`src/rtl/rr_sel_arbiter4_if.sv`:
```
// rr_sel_arbiter4_if: request/grant bundle between requesters and the mux-select arbiter
interface rr_sel_arbiter4_if;
    logic [3:0] req;
    logic       done;
    logic [3:0] gnt;
    logic [1:0] sel;
    logic       gnt_valid;
    modport master (output req, done, input gnt, sel, gnt_valid);
    modport slave  (input req, done, output gnt, sel, gnt_valid);
endinterface

```
`src/rtl/rr_sel_arbiter4.sv`:
```
// rr_sel_arbiter4: 4-channel round-robin arbiter producing a registered, glitch-free mux select
module rr_sel_arbiter4 #(
    parameter int MAX_HOLD = 16,
    parameter int HOLD_W   = 8
) (
    input logic               clk,
    input logic               rst,
    rr_sel_arbiter4_if.slave  bus
);
    typedef enum logic {S_IDLE, S_GRANT} state_t;

    localparam logic [HOLD_W-1:0] HOLD_LAST = HOLD_W'(MAX_HOLD - 1);

    state_t            r_state, w_state;
    logic [3:0]        r_gnt, w_gnt;
    logic [1:0]        r_sel, w_sel;
    logic [1:0]        r_ptr, w_ptr;
    logic [HOLD_W-1:0] r_hold, w_hold;
    logic [1:0]        w_win;
    logic              w_rel;

    // First requester after p, wrapping round so p itself is scanned last.
    function automatic logic [1:0] win(input logic [1:0] p, input logic [3:0] r);
        logic [1:0] idx;
        win = p;
        for (int k = 4; k >= 1; k--) begin
            idx = p + 2'(k);
            if (r[idx]) win = idx;
        end
    endfunction

    // State register: arbitration state, registered grant/select, pointer, hold counter.
    always_ff @(posedge clk) begin
        if (rst) begin
            r_state <= S_IDLE;
            r_gnt   <= '0;
            r_sel   <= '0;
            r_ptr   <= 2'd3;
            r_hold  <= '0;
        end else begin
            r_state <= w_state;
            r_gnt   <= w_gnt;
            r_sel   <= w_sel;
            r_ptr   <= w_ptr;
            r_hold  <= w_hold;
        end
    end

    // Next state: grant on any request, hold until release, re-arbitrate without a bubble.
    always_comb begin
        w_win   = win(r_ptr, bus.req);
        w_rel   = bus.done || !bus.req[r_sel] || (MAX_HOLD != 0 && r_hold == HOLD_LAST);
        w_state = r_state;
        w_gnt   = r_gnt;
        w_sel   = r_sel;
        w_ptr   = r_ptr;
        w_hold  = r_hold;
        if (r_state == S_GRANT && !w_rel) begin
            w_hold = (r_hold == '1) ? r_hold : r_hold + 1'b1;
        end else if (|bus.req) begin
            w_state = S_GRANT;
            w_gnt   = 4'b0001 << w_win;
            w_sel   = w_win;
            w_ptr   = w_win;
            w_hold  = '0;
        end else begin
            w_state = S_IDLE;
            w_gnt   = '0;
            w_hold  = '0;
        end
    end

    // Outputs come straight from registers so the mux select never glitches.
    always_comb begin
        bus.gnt       = r_gnt;
        bus.sel       = r_sel;
        bus.gnt_valid = |r_gnt;
    end
endmodule

```
`src/flat_wrapper.sv`:
```
// flat-port wrapper written by rule: the top's interface ports become plain ports
module rr_sel_arbiter4_flat 
#(
    parameter int MAX_HOLD = 16,
    parameter int HOLD_W   = 8
)
  (clk, rst, bus_req, bus_done, bus_gnt, bus_sel, bus_gnt_valid);
  rr_sel_arbiter4_if bus_i ();
  input logic clk;
  input logic rst;
  input wire logic [$bits(bus_i.req)-1:0] bus_req;
  input wire logic [$bits(bus_i.done)-1:0] bus_done;
  output wire logic [$bits(bus_i.gnt)-1:0] bus_gnt;
  output wire logic [$bits(bus_i.sel)-1:0] bus_sel;
  output wire logic [$bits(bus_i.gnt_valid)-1:0] bus_gnt_valid;
  assign bus_i.req = bus_req;
  assign bus_i.done = bus_done;
  assign bus_gnt = bus_i.gnt;
  assign bus_sel = bus_i.sel;
  assign bus_gnt_valid = bus_i.gnt_valid;
  rr_sel_arbiter4 #(.MAX_HOLD(MAX_HOLD), .HOLD_W(HOLD_W)) u_core (.clk(clk), .rst(rst), .bus(bus_i));
endmodule
```
`config.mk`:
```
export PLATFORM = sky130hd
export DESIGN_NAME = rr_sel_arbiter4_flat
export DESIGN_NICKNAME = d
export VERILOG_FILES = /design/src/rtl/rr_sel_arbiter4_if.sv /design/src/rtl/rr_sel_arbiter4.sv /design/src/flat_wrapper.sv
export SDC_FILE = /design/constraint.sdc
export NUM_CORES = 1
export LEC_CHECK = 0
export BUFFER_PORTS_ARGS = -buffer_cell sky130_fd_sc_hd__buf_4
export CORE_MARGIN = 2
export CORE_UTILIZATION = 55
export DETAILED_ROUTE_END_ITERATION = 12
export MAX_ROUTING_LAYER = met4
export PLACE_DENSITY_LB_ADDON = 0.3
export SLEW_MARGIN = 5
export SYNTH_ARGS = -nofsm -noshare
export SYNTH_HDL_FRONTEND = slang
export SYNTH_SLANG_ARGS = --single-unit
export TNS_END_PERCENT = 20
```
`constraint.sdc`:
```
create_clock -name clk -period 4.65 [get_ports clk]
set_input_delay 1.395 -clock clk [delete_from_list [all_inputs] [get_ports clk]]
set_output_delay 1.395 -clock clk [all_outputs]
set_load 0.005 [all_outputs]
```
Word level (Yosys, flattened, before mapping)
Index checks and enable logic that the tools add are counted.
- register bits after elaboration: 17
- logic and storage cells: 39
- ROM bits: 0
- memories: 0
- bits in latches: 0
- output and inout bits: 7
- input port bits: 7
- memory bits (writable): 0
- eq/ne operators: 2
- shifts and indexed selects: 1
- order comparisons: 4
- bitwise gates (word level): 1
- div/mod/pow operators: 0
- add/subtract/negate cells: 4
- reductions and logical operators: 9
- mux-type cells: 13
- multipliers: 0
- operators by type and width (kind ; number):
    $lt A2 B3 Y1 const B ; 4
    $add A8 B1 Y8 const B ; 1
    $bmux W1 S2 ; 4
    $eq A8 B4 Y1 const B ; 1
    $eq A8 B8 Y1 const B ; 1
    $reduce_or A4 Y1 ; 2
    $mux W2 ; 3
    $mux W1 ; 5
    $add A2 B2 Y2 const B ; 2
    $mux W4 ; 1
    $shl A1 B2 Y4 const A ; 1
    $add A2 B1 Y2 const B ; 1
    $logic_not A1 Y1 ; 2
    $logic_or A1 B1 Y1 ; 2
    $reduce_and A2 Y1 ; 1
    $reduce_or A2 Y1 ; 1
    $logic_and A1 B1 Y1 ; 1
    $not A1 Y1 ; 1

Longest topological paths before layout
- depth in word-level cells: 9
- mapped depth: 6

Worst setup path before layout
Ideal clock, no wire load.
- path kind: input -> register
- start point: input port rst
- end point: register u_core.r_sel[1] (netlist: u_core.bus.sel[1])
- slack: 2089 ps
- data arrival time: 2440 ps
- cell stages on the path: 4
- required time: 4529 ps
- path through: clkdlybuf4s50_2 inv_1 and3_2 mux2_4
- RTL lines (element ; RTL line ; RTL):
    start, declared ; flat_wrapper.sv:10 ; input logic rst;
    end signal, assigned ; rr_sel_arbiter4.sv:43 ; r_sel <= w_sel;
    end, declared ; rr_sel_arbiter4.sv:16 ; logic [1:0] r_sel, w_sel;

Worst setup path after layout
- start point: register u_core.r_gnt[0] (netlist: u_core.bus.gnt[0])
- end point: output port bus_gnt_valid
- word-level cells in the longest chain between the ends: 1
- ends and longest elaborated chain (element ; RTL line ; RTL):
    start, declared ; rr_sel_arbiter4.sv:15 ; logic [3:0] r_gnt, w_gnt;
    start signal, assigned ; rr_sel_arbiter4.sv:42 ; r_gnt <= w_gnt;
    $reduce_or A4 Y1 ; rr_sel_arbiter4.sv:77 ; bus.gnt_valid = |r_gnt;
    end, declared ; flat_wrapper.sv:15 ; output wire logic [$bits(bus_i.gnt_valid)-1:0] bus_gnt_valid;
Every way passes these cells.

==> impl_results.md <==
- Crit path capture type: primary output
- Post-Syn Instances: between 90 and 100
- Critical path's top delay family: simple AND/OR/NAND/NOR gates
- RePlAce Congestion: approximately 0.84
- Cts repair resizes: 0
- Initial detailed-routing violation count: 38
- Setup TNS: 0 ns
- Critical path required time: 3.25 ns
- Max Clock Freq: 0.368 GHz
- Share of layout cells above drive strength 1: 0.257
- Worst reg2reg setup slack: 2.91 ns
- Hold/Removal Path Class: flop to flop
- Slowest cell on the critical path: or4_1
- # nets final: 118
- Peak VDD IR: 0.237 mV
- Worst-margin pin slew: 0.818 ns
- Layout area overhead: 14.8%
- Vias in the first global route: approximately 640
- Tot Pwr: 0.309 mW
- Routed length per placed instance: 13.6 um
- Layout Utilization: 0.671
- Clock Path Buffers: 2
- Smallest hold slack: 0.486 ns
- # DRC: 0
- Yosys synthesis warning count: 0
- Fin. Hold Viols: 0
- Pins over their slew limit: 0
- FF+latch count, synth: 17
- Post-CTS Setup Inserts: 0
- Slew headroom: 0.455
- Share of the synthesized area in the top cell type: 0.391
- First-pass GRT wire length: 2.77 mm
- Clock transition at path regs: 0.10 ns
- CTS sink cnt: 17
- Antenna Cells: 0
- RSZ-0062 raised after global routing: no
- CTS buffer count: 3
- Antenna Nets Post-Route: 0
- Outcome: finished, final reports clean
- Critical path class: flop to primary output
- Worst clock skew: 0.00635 ns
- Critical Path Start Type: flop
- Worst-skew pair later-pin latency: 0.29 ns
- WP data arrival: 1.32 ns
- Seq/Total Area, Yosys: 0.391
- Hold worst-path end: u_core.bus.gnt[3]
- Distinct cells, synth: 37
- Initial antenna violation count: 0
- Die span in x: 43.8 um
- Rows: 14
- Total vias in the final route: 766
- Min-delay src: u_core.bus.gnt[3]
- Grt total ovfl: 0
- Total iterations of the first detailed-routing run: 4
- Root buffer cell: clkbuf_4
- R2R Path Start: u_core.r_hold[0]
- Max FO, Critical Path: 3
- Avg Vias per Cell: 6.13
- Final HPWL DP: 1.28 mm
- Reg2reg end: u_core.r_hold[1]
- Syn Nets: 102
- Initial Utilization: 0.585
- Core Box Area: 1490 sq um
- Final Critical Period: ~2.7 ns
- Synthesized cell area: 871 sq um
- Largest net degree at the start of global routing: 11
- Crit-path cells: or4_1, buf_4
- Leakage power: about 0.38 nW
- Worst Hold Path Cells: 2
- Slowest stage delay, CP: 0.53 ns
- Syn Area/Cell: 9.26 sq um
- Setup violations, final: 0
- Total routed wirelength: 1.71 mm
- Worst path bufs/invs: 1
- Die height: ~44 um
- Period utilization: 0.584
- Synth top area cells: dfxtp_1 (39%), nor2_1 (5.2%), mux2i_1 (3.4%), o31ai_1 (3.4%), nand2_1 (3.0%)
- Htree depth: 1
- Total I/O pin count: 14
- Number of port buffers: 13
- FILL cells: around 110
- CTS tree: built
- CTS Hold Buffers Added: 0
- Largest area contributor in the netlist: dfxtp_1
- Dpl cells: 121
- Final Non-Filler Cells: 125
- Die ar.: 1920 sq um
- Worst r2r path cells: 5
- PD cells: 309 nW/um^2
- Max cap viols: 0
- GRT Util Overall: 0.205
[per-layer routing]
layer  up-vias  share of wire  GRT usage
met5         -              0          -
met4         0          0.021     0.0909
met3         4          0.073     0.0500
met2        35           0.42      0.268
met1       344           0.48      0.294
li1        383              -          -
[flip-flops by register name, indices dropped and copies added, names as in the netlist]
register / count
u_core.bus.gnt: 4
u_core.bus.sel: 2
u_core.r_hold: 8
u_core.r_ptr: 2
u_core.r_state: 1
[stage by stage]
step / worst slack (ns) / area, sq um
6_report: 1.94 / 1000
2_1_floorplan: 2.09 / 871
3_3_place_gp: 1.93 / 972
3_5_place_dp: 1.93 / 972
4_1_cts: 1.92 / 1000
5_1_grt: 1.91 / 1000
[where the power goes]
group          total [mW]  internal (mW)  switching [mW]
Sequential          0.166          0.156         0.00963
Clock              0.0790         0.0320          0.0470
Combinational      0.0646         0.0358          0.0288
[synthesized netlist by cell type, drive strengths merged]
library cell / instances
or3: 1
o21ai: 3
nor3: 3
and2b: 2
nand3: 3
and2: 1
o211ai: 2
a31oi: 1
nor2: 12
dfxtp: 17
mux2: 1
a221oi: 1
o2111a: 1
a21oi: 5
nand2: 8
mux2i: 3
o31ai: 4
ha: 1
inv: 2
mux4: 1
a21o: 2
or2: 1
clkdlybuf4s50: 1
a32o: 2
a32oi: 1
or4: 2
nand2b: 4
a211oi: 3
buf: 1
and3: 2
o311ai: 1
xor2: 2
[layout make-up]
| class | count | area, sq um | area share |
|---|---|---|---|
| timing repair buffer | 13 | 97.6 | 0.0976 |
| tap | 16 | 20.0 | 0.0200 |
| clock inverter | 1 | 5.00 | 0.00501 |
| multi-input combinational | 73 | 507 | 0.507 |
| clock buffer | 3 | 22.5 | 0.0225 |
| inverter | 2 | 7.51 | 0.00751 |
| sequential | 17 | 340 | 0.340 |
[worst register-to-register path: stages, from the launching register on]
cell     delay [ns]
dfxtp_1        0.39
ha_1           0.25
nand2_1        0.16
nor3_1         0.53
mux2i_1        0.25
nor2_1         0.05
[cells in the final DEF (no fill, tap or decap), drive strengths merged]
master  instances
o2111a          1
mux2i           3
inv             2
mux4            1
o21ai           3
a221oi          1
nor3            3
buf            13
o211ai          2
nand3           3
a32o            2
mux2            1
nor2           12
and2b           2
clkbuf          3
xor2            2
a21o            2
a21oi           5
a211oi          3
ha              1
dfxtp          17
and2            1
a32oi           1
and3            2
o311ai          1
or3             1
nand2b          4
a31oi           1
o31ai           4
nand2           8
or2             1
clkinv          1
or4             2
[how the worst max path moves through the flow]
stage,from,to,slack [ns],cells after the start
floorplan,rst,u_core.bus.sel[1],2.09,4
global placement,bus_req[3],u_core.r_ptr[0],1.93,5
global route,u_core.bus.gnt[0],bus_gnt_valid,1.91,2
finish,u_core.bus.gnt[0],bus_gnt_valid,1.94,2
detailed placement,bus_req[3],u_core.r_ptr[0],1.93,5
CTS,u_core.bus.gnt[0],bus_gnt_valid,1.92,2
[kinds of logic (layout without fill, tap and decap cells)]
family          count (synthesis)  after routing  share of synthesized area
buf+inv                         4             19                     0.0273
compound gates                 26             26                      0.231
xor+xnor                        2              2                     0.0201
flops                          17             17                      0.391
fa+ha+maj                       1              1                     0.0144
mux                             5              5                     0.0776
simple gates                   39             39                      0.239
Power figures use the tool's default switching activity.
